### src/rtl/riscv_pkg.sv
// riscv_pkg: shared constants and fetch state encoding for the core
package riscv_pkg;
  localparam logic [31:0] NOP_INSTR = 32'h00000013;
  localparam logic [31:0] DEFAULT_RESET_PC = 32'h00000000;
  localparam logic FETCH = 1'b0;
  localparam logic HOLD = 1'b1;
  typedef enum logic {ST_FETCH = FETCH, ST_HOLD = HOLD} fetch_state_t;
endpackage

### src/rtl/instr_fetch_if.sv
// instr_fetch_if: control, instruction-memory and IF/ID signals of the fetch stage
interface instr_fetch_if #(parameter int width = 32);
  logic stall;
  logic flush;
  logic branch_taken;
  logic [width-1:0] branch_target;
  logic imem_req;
  logic [width-1:0] imem_addr;
  logic imem_ready;
  logic [31:0] imem_rdata;
  logic if_valid;
  logic [31:0] if_instr;
  logic [width-1:0] if_pc;
  logic [width-1:0] if_pc_plus4;
  modport master (
    input stall, flush, branch_taken, branch_target, imem_ready, imem_rdata,
    output imem_req, imem_addr, if_valid, if_instr, if_pc, if_pc_plus4
  );
  modport slave (
    output stall, flush, branch_taken, branch_target, imem_ready, imem_rdata,
    input imem_req, imem_addr, if_valid, if_instr, if_pc, if_pc_plus4
  );
endinterface

### src/rtl/pc_register.sv
// pc_register: loadable program counter with synchronous reset
module pc_register #(
  parameter int width = 32,
  parameter logic [width-1:0] RESET_PC = '0
) (
  input  logic clk,
  input  logic rst,
  input  logic en,
  input  logic [width-1:0] d,
  output logic [width-1:0] q
);
  always_ff @(posedge clk)
    if (rst) q <= RESET_PC;
    else if (en) q <= d;
endmodule

### src/rtl/instr_fetch.sv
// instr_fetch: PC, imem handshake, skid buffer and IF/ID register with stall/flush/redirect
module instr_fetch
  import riscv_pkg::*;
#(
  parameter int width = 32,
  parameter logic [width-1:0] RESET_PC = width'(DEFAULT_RESET_PC)
) (
  input logic clk,
  input logic rst,
  instr_fetch_if.master bus
);
  fetch_state_t state, state_n;
  logic [width-1:0] pc, pc_n, skid_pc;
  logic [31:0] skid_instr;
  logic hs, kill, pc_en, load_mem, park, load_skid, bubble;
  assign bus.imem_req = !rst && state == ST_FETCH;
  assign bus.imem_addr = pc;
  pc_register #(.width(width), .RESET_PC(RESET_PC)) u_pc (
    .clk(clk), .rst(rst), .en(pc_en), .d(pc_n), .q(pc)
  );
  always_comb begin
    hs = bus.imem_req && bus.imem_ready;
    kill = bus.branch_taken || bus.flush;
    load_mem = state == ST_FETCH && hs && !bus.stall && !kill;
    park = state == ST_FETCH && hs && bus.stall && !kill;
    load_skid = state == ST_HOLD && !bus.stall && !kill;
    bubble = state == ST_FETCH && !hs && !bus.stall && !kill;
    pc_en = bus.branch_taken || hs;
    pc_n = bus.branch_taken ? {bus.branch_target[width-1:2], 2'b00} : pc + width'(4);
    state_n = (kill || load_skid) ? ST_FETCH : park ? ST_HOLD : state;
  end
  always_ff @(posedge clk) begin
    if (rst) begin
      state <= ST_FETCH;
      skid_instr <= '0;
      skid_pc <= '0;
      bus.if_valid <= 1'b0;
      bus.if_instr <= NOP_INSTR;
      bus.if_pc <= RESET_PC;
      bus.if_pc_plus4 <= RESET_PC + width'(4);
    end else begin
      state <= state_n;
      if (park) begin
        skid_instr <= bus.imem_rdata;
        skid_pc <= pc;
      end
      if (kill) begin
        bus.if_valid <= 1'b0;
        bus.if_instr <= NOP_INSTR;
      end else if (load_mem) begin
        bus.if_valid <= 1'b1;
        bus.if_instr <= bus.imem_rdata;
        bus.if_pc <= pc;
        bus.if_pc_plus4 <= pc + width'(4);
      end else if (load_skid) begin
        bus.if_valid <= 1'b1;
        bus.if_instr <= skid_instr;
        bus.if_pc <= skid_pc;
        bus.if_pc_plus4 <= skid_pc + width'(4);
      end else if (bubble) begin
        bus.if_valid <= 1'b0;
      end
    end
  end
endmodule

### src/flat_wrapper.sv
// flat-port wrapper written by rule: the top's interface ports become plain ports
module instr_fetch_flat import riscv_pkg::*;
#(
  parameter int width = 32,
  parameter logic [width-1:0] RESET_PC = width'(DEFAULT_RESET_PC)
)
  (clk, rst, bus_stall, bus_flush, bus_branch_taken, bus_branch_target, bus_imem_ready, bus_imem_rdata, bus_imem_req, bus_imem_addr, bus_if_valid, bus_if_instr, bus_if_pc, bus_if_pc_plus4);
  instr_fetch_if #(.width(width)) bus_i ();
  input logic clk;
  input logic rst;
  input wire logic [$bits(bus_i.stall)-1:0] bus_stall;
  input wire logic [$bits(bus_i.flush)-1:0] bus_flush;
  input wire logic [$bits(bus_i.branch_taken)-1:0] bus_branch_taken;
  input wire logic [$bits(bus_i.branch_target)-1:0] bus_branch_target;
  input wire logic [$bits(bus_i.imem_ready)-1:0] bus_imem_ready;
  input wire logic [$bits(bus_i.imem_rdata)-1:0] bus_imem_rdata;
  output wire logic [$bits(bus_i.imem_req)-1:0] bus_imem_req;
  output wire logic [$bits(bus_i.imem_addr)-1:0] bus_imem_addr;
  output wire logic [$bits(bus_i.if_valid)-1:0] bus_if_valid;
  output wire logic [$bits(bus_i.if_instr)-1:0] bus_if_instr;
  output wire logic [$bits(bus_i.if_pc)-1:0] bus_if_pc;
  output wire logic [$bits(bus_i.if_pc_plus4)-1:0] bus_if_pc_plus4;
  assign bus_i.stall = bus_stall;
  assign bus_i.flush = bus_flush;
  assign bus_i.branch_taken = bus_branch_taken;
  assign bus_i.branch_target = bus_branch_target;
  assign bus_i.imem_ready = bus_imem_ready;
  assign bus_i.imem_rdata = bus_imem_rdata;
  assign bus_imem_req = bus_i.imem_req;
  assign bus_imem_addr = bus_i.imem_addr;
  assign bus_if_valid = bus_i.if_valid;
  assign bus_if_instr = bus_i.if_instr;
  assign bus_if_pc = bus_i.if_pc;
  assign bus_if_pc_plus4 = bus_i.if_pc_plus4;
  instr_fetch #(.width(width), .RESET_PC(RESET_PC)) u_core (.clk(clk), .rst(rst), .bus(bus_i));
endmodule
### config.mk
export PLATFORM = sky130hd
export DESIGN_NAME = instr_fetch_flat
export DESIGN_NICKNAME = d
export VERILOG_FILES = /design/src/rtl/riscv_pkg.sv /design/src/rtl/instr_fetch_if.sv /design/src/rtl/pc_register.sv /design/src/rtl/instr_fetch.sv /design/src/flat_wrapper.sv
export SDC_FILE = /design/constraint.sdc
export NUM_CORES = 1
export LEC_CHECK = 0
export ABC_AREA = 1
export BUFFER_PORTS_ARGS = -buffer_cell sky130_fd_sc_hd__buf_4
export CAP_MARGIN = 20
export CORE_ASPECT_RATIO = 1.25
export CORE_MARGIN = 2
export CORE_UTILIZATION = 41
export DETAILED_ROUTE_END_ITERATION = 6
export MAX_ROUTING_LAYER = met4
export PLACE_DENSITY = 0.67
export SYNTH_ARGS = -nofsm -noshare
export SYNTH_HDL_FRONTEND = slang
export SYNTH_SLANG_ARGS = --single-unit
### constraint.sdc
create_clock -name clk -period 4.68 [get_ports clk]
set_clock_uncertainty 0.1 [all_clocks]
set_input_delay 0.468 -clock clk [delete_from_list [all_inputs] [get_ports clk]]
set_output_delay 0.468 -clock clk [all_outputs]
set_load 0.05 [all_outputs]
# ---- Word-level counts from Yosys, hierarchy flattened
# Cells that the tools add are included.
dict set report totals {
  regBits 194
  input_bits 70
  output_inout_bits 130
  wordCells 46
}
dict set report op_classes {
  addsub 2
  mux 10
  n_bitwise 2
  n_reduce_logical 24
}
# cell n
set op_table {}
lappend op_table {{$mux W32} 7}
lappend op_table {{$add A32 B3 Y32 const B} 2}
lappend op_table {{$logic_and A1 B1 Y1} 12}
lappend op_table {{$logic_not A1 Y1} 4}
lappend op_table {{$reduce_or A2 Y1} 2}
lappend op_table {{$logic_or A1 B1 Y1} 3}
lappend op_table {{$mux W1} 3}
lappend op_table {{$reduce_bool A3 Y1} 1}
lappend op_table {{$not A1 Y1} 2}
lappend op_table {{$reduce_and A2 Y1} 1}
lappend op_table {{$reduce_bool A2 Y1} 1}

# ---- Logic depth before layout (Yosys ltp)
dict set report logic_depth {
  depth_word 10
  depth_mapped 12
  mapped_depth_nobuf 12
}

# ---- Cells and area by module
# From an unflattened synthesis, not the netlist that was laid out.
dict set report unflattened {
  hier_cells 1414
  area_unflattened_um2 9496.6
}
# module n_inst cells_per_inst area_per_inst_um2 seq_area_each_um2
set by_module_without_submodules {}
lappend by_module_without_submodules {instr_fetch 1 1211 8157.8 3203.1}
lappend by_module_without_submodules {pc_register 1 203 1338.8 640.6}

# ---- Worst setup path before layout
# No wires, ideal clock.
dict set report synth_path {
  path_kind {register to register}
  startpoint {register u_core.u_pc.q[3]}
  endpoint {register u_core.bus.if_pc_plus4[30]}
  setup_time_ps 118
  t_arrival_ps 1874
  t_required_ps 4462
  path_slack_ps 2588
  path_stages_with_launch 10
  n_path_buf 0
  period_less_slack_ps 2092
  path_cell_list {dfxtp_1 > ha_1 > nand2_1 > nor2_2 > nand2_2 > nor2_1 > nand2_1 > xor2_1 > a21oi_1 > nor2_1}
}
dict set report synth_via {
  elab_chain_len 2
}
# item line
set synth_lines {}
lappend synth_lines {{start: declaration} pc_register.sv:10} ;# output logic [width-1:0] q
lappend synth_lines {{start signal: assignment} pc_register.sv:13} ;# if (rst) q <= RESET_PC;
lappend synth_lines {{start signal: assignment} pc_register.sv:14} ;# else if (en) q <= d;
lappend synth_lines {{$add A32 B3 Y32} instr_fetch.sv:54} ;# bus.if_pc_plus4 <= pc + width'(4);
lappend synth_lines {{$mux W32} instr_fetch.sv:50} ;# end else if (load_mem) begin
lappend synth_lines {{end signal: assignment} instr_fetch.sv:40} ;# bus.if_pc_plus4 <= RESET_PC + width'(4);
lappend synth_lines {{end signal: assignment} instr_fetch.sv:54}
lappend synth_lines {{end signal: assignment} instr_fetch.sv:59} ;# bus.if_pc_plus4 <= skid_pc + width'(4);
lappend synth_lines {{end: declaration} instr_fetch_if.sv:17} ;# output imem_req, imem_addr, if_valid, if_instr, if_pc, if_pc_plus4
# No other way between the ends.
# A chain may end at the register's enable or synchronous reset.

# ---- Worst setup path after layout
dict set report layout_path {
  startpoint {input port rst}
  endpoint {register u_core.bus.if_pc_plus4[29]}
}
dict set report layout_via {
  elab_chain_len 8
}
# item line
set layout_lines {}
lappend layout_lines {{start: declaration} flat_wrapper.sv:10} ;# input logic rst;
lappend layout_lines {{$logic_not A1 Y1} instr_fetch.sv:16} ;# assign bus.imem_req = !rst && state == ST_FETCH;
lappend layout_lines {{$logic_and A1 B1 Y1} instr_fetch.sv:16}
lappend layout_lines {{$logic_and A1 B1 Y1} instr_fetch.sv:22} ;# hs = bus.imem_req && bus.imem_ready;
lappend layout_lines {{$logic_and A1 B1 Y1 (3 in series)} instr_fetch.sv:24} ;# load_mem = state == ST_FETCH && hs && !bus.stall && !kill;
lappend layout_lines {{$reduce_bool A2 Y1 (no source line)} n/a}
lappend layout_lines {{$reduce_and A2 Y1 (no source line)} n/a}
# Parallel ways exist; a longest one is shown, timed or not.

==> impl_metrics.csv <==
group,metric,value,unit
outcome,outcome,"completed",
synthesis,ys_seq_area_share,42.3,%
power_and_ir_drop,p_int,2.44,mW
cells_and_area,drive_gt1_share,17.7,%
sta,tightest_slew,1050,ps
floorplanning,die_h,168,um
sta,max_freq,423,MHz
sta,hold_violations,0,
drt,via_per_inst,5.26,
power_and_ir_drop,swShare,28.8,%
sta,finalCriticalPeriod,2370,ps
cells_and_area,nNetsFinal,1491,
cells_and_area,register_area,3720,um2
drt,ant_nets,0,
synthesis,synth_cell_types,38,
worst_setup_path,startpoint,"rst",
worst_setup_path,r2r_start,"u_core.u_pc.q[3]$_SDFFE_PP0P_",
power_and_ir_drop,p_sw,0.987,mW
sta,finalCritPeriodShare,50.5,%
sta,maxSlewViolCount,0,
synthesis,async_flop_share,0,%
worst_setup_path,worst-path-buf-inv,2,
floorplanning,chipWidth,135,um
power_and_ir_drop,p_leak,4.52,nW
drt,drc,0,
power_and_ir_drop,power.share.clock,42.2,%
global_routing,grt_antenna_before_repair,0,
clocking,cts_buffer_depth,2,
worst_setup_path,required,4870,ps
worst_setup_path,start_kind,"input port",
floorplanning,start_util,42.0,%
power_and_ir_drop,seqPwrFrac,48.5,%
run,cap_violations,0,
clocking,cts_tree,"yes",
worst_setup_path,slowest_delay,690,ps
synthesis,syn-cell-area,8810,um2
drt,routed_wl,28500,um
cells_and_area,layout_commonest_cell,"nand2_1",
worst_setup_path,crit_slowest_cell,"buf_4",
clocking,clock_latency,440,ps
global_routing,grt_pass1_wl,44300,um
synthesis,syn_inst,1274,
power_and_ir_drop,pwr_density_cell,315,nW/um2
place,gp_congestion,0.914,
power_and_ir_drop,ir_worst_vdd,269,uV
sta,slew_headroom,29.6,%
global_routing,grt_pass1_vias,8150,
floorplanning,die_area,22700,um2
cells_and_area,final-instance-count-excl-fill,1706,
synthesis,synth_seq_cells,186,
clocking,cts.clk_slew.worst_paths,80,ps
worst_setup_path,cp_cell_sequence,"buf_4, nor2_4, nand2_2, nor2_8, buf_4, nand3_1, nand3_1, a21oi_1",
synthesis,syn_avg_cell_area,6.92,um2
power_and_ir_drop,comb_power_share,9.3,%
hold_path,holdCritStartpoint,"bus_imem_rdata[4]",
global_routing,grt_use_total,25.5,%
clocking,cts.sinks,186,
clocking,hold_buffers,0,
clocking,h-tree-depth,4,
worst_setup_path,critical_path_class,"input port to flip-flop",
floorplanning,ios,200,
synthesis,yosysWarnings,0,
worst_setup_path,crit_family,"buffers and inverters",
sta,finalSetupTns,0,ps
cells_and_area,nFillCells,2190,
clocking,root_buffer,"clkbuf_16",
worst_setup_path,endpoint_kind,"flip-flop",
clocking,ctsResizeCount,0,
synthesis,synth_edf_count,0,
clocking,numCtsBuffers,17,
worst_setup_path,arrival,2560,ps
place,hpwl,19800,um
place,portBuffers,191,
cells_and_area,area_growth,23.3,%
worst_setup_path,worstPathMaxFanout,72,
sta,setup_viol,0,
global_routing,overflow,0,
clocking,cts_setup_buffers,0,
drt,dr.pass1.iters,5,
floorplanning,rows,59,
drt,drt-initial-drc-count,691,
cells_and_area,multiInputGateArea,4370,um2
drt,num_vias,8973,
place,dp_cells,1674,
synthesis,synth_ff_type,"dfxtp_1",
hold_path,hp-class,"input port to flip-flop",
drt,wl_per_cell,16.7,um
cells_and_area,layout_common_cells,"344 x nand2_1, 197 x buf_4, 186 x dfxtp_1",
floorplanning,coreArea,21000,um2
sta,rsz0062_at_grt,"no",
cells_and_area,antenna_cells,0,
global_routing,grt_max_degree,81,
-- logic make-up (layout without fill, tap and decap cells) --
kind of cell,after synthesis,in the layout,share of synthesized area [%]
AO/OA/AOI/OAI,275,275,17.8
XOR/XNOR,28,28,2.78
adder cells (fa/ha/maj),2,2,0.284
buffers and inverters,171,324,8.31
flip-flops,186,186,42.3
other,1,6,0.0426
AND/OR/NAND/NOR,611,611,28.5
-- through the flow --
| step | hold WS [ps] | utilization (%) | area [um2] | setup WS (ps) | power [mW] |
|---|---|---|---|---|---|
| floorplan | 359 | - | 8830 | 2590 | 1.89 |
| global placement | 352 | 49.0 | 10300 | 1900 | 2.01 |
| detailed placement | 357 | 49.0 | 10300 | 1830 | 2.02 |
| CTS | 135 | 51.8 | 10900 | 2290 | 3.45 |
| global route | 147 | 51.8 | 10900 | 2120 | 3.55 |
| finish | 152 | 51.8 | 10900 | 2310 | 3.42 |
-- routing by layer --
metal | vias to the layer above | GRT usage, % | share of wire [%]
met3 | 38 | 3.67 | 6.1
met1 | 4126 | 34.6 | 45
li1 | 4454 | - | -
met2 | 355 | 39.0 | 46
met5 | - | - | 0
met4 | 0 | 8.56 | 2.4
-- worst paths after layout --
check	slack [ps]	endpoint	cells past startpoint
worst min register to register	370	u_core.bus.if_pc[12]$_SDFFE_PP0P_	2
worst min-delay path	150	u_core.bus.if_instr[4]$_SDFFE_PP1P_	3
worst max register to register	2360	u_core.bus.if_pc_plus4[16]$_SDFFE_PP0P_	10
worst max-delay path	2310	u_core.bus.if_pc_plus4[29]$_SDFFE_PP0P_	8
-- worst min-delay path, stage by stage --
cell     delay [ps]
buf_4            80
a22oi_1          50
nand3_1          60
-- state kept, by name, indices dropped and copies added (netlist names) --
register / count
u_core.skid_pc: 30
u_core.bus.if_pc_plus4: 30
u_core.bus.if_instr: 32
u_core.u_pc.q: 30
u_core.bus.if_pc: 30
u_core.skid_instr: 32
u_core.state: 1
u_core.bus.if_valid: 1
-- Yosys cell counts (2+ instances only) --
library cell / number / share of area [%]
a211oi_1: 4 / 0.34
a21o_1: 3 / 0.26
a21oi_1: 86 / 4.9
a221oi_1: 4 / 0.40
a22oi_1: 34 / 2.9
a31oi_1: 41 / 2.9
buf_1: 3 / 0.13
buf_2: 33 / 1.9
buf_4: 12 / 1.0
clkbuf_1: 25 / 1.1
clkbuf_2: 3 / 0.17
dfxtp_1: 186 / 42
ha_1: 2 / 0.28
inv_1: 90 / 3.8
inv_2: 5 / 0.21
nand2_1: 344 / 15
nand2_2: 3 / 0.21
nand3_1: 72 / 4.1
nand4_1: 2 / 0.14
nor2_1: 169 / 7.2
nor2_2: 7 / 0.50
nor2_4: 4 / 0.51
nor2_8: 2 / 0.45
o21ai_0: 85 / 4.8
o21ai_1: 5 / 0.28
o22ai_1: 10 / 0.71
or2_1: 3 / 0.21
xor2_1: 27 / 2.7
-- cell type report --
type,count,share of cell area (%)
multi-input cells,922,40.2
flip-flops and latches,186,34.3
repair buffers,197,13.6
clock buffers,17,3.91
inverters,95,3.28
well taps,274,3.15
clock inverters,15,1.53
-- power groups by stage --
stage | clock [mW] | combinational [mW] | sequential (mW)
after floorplan | 0 | 0.139 | 1.75
after global placement | 0 | 0.315 | 1.70
after detailed placement | 0 | 0.319 | 1.70
after CTS | 1.47 | 0.319 | 1.66
after global routing | 1.54 | 0.345 | 1.67
final | 1.44 | 0.319 | 1.66
(Power assumes the default switching activity.)
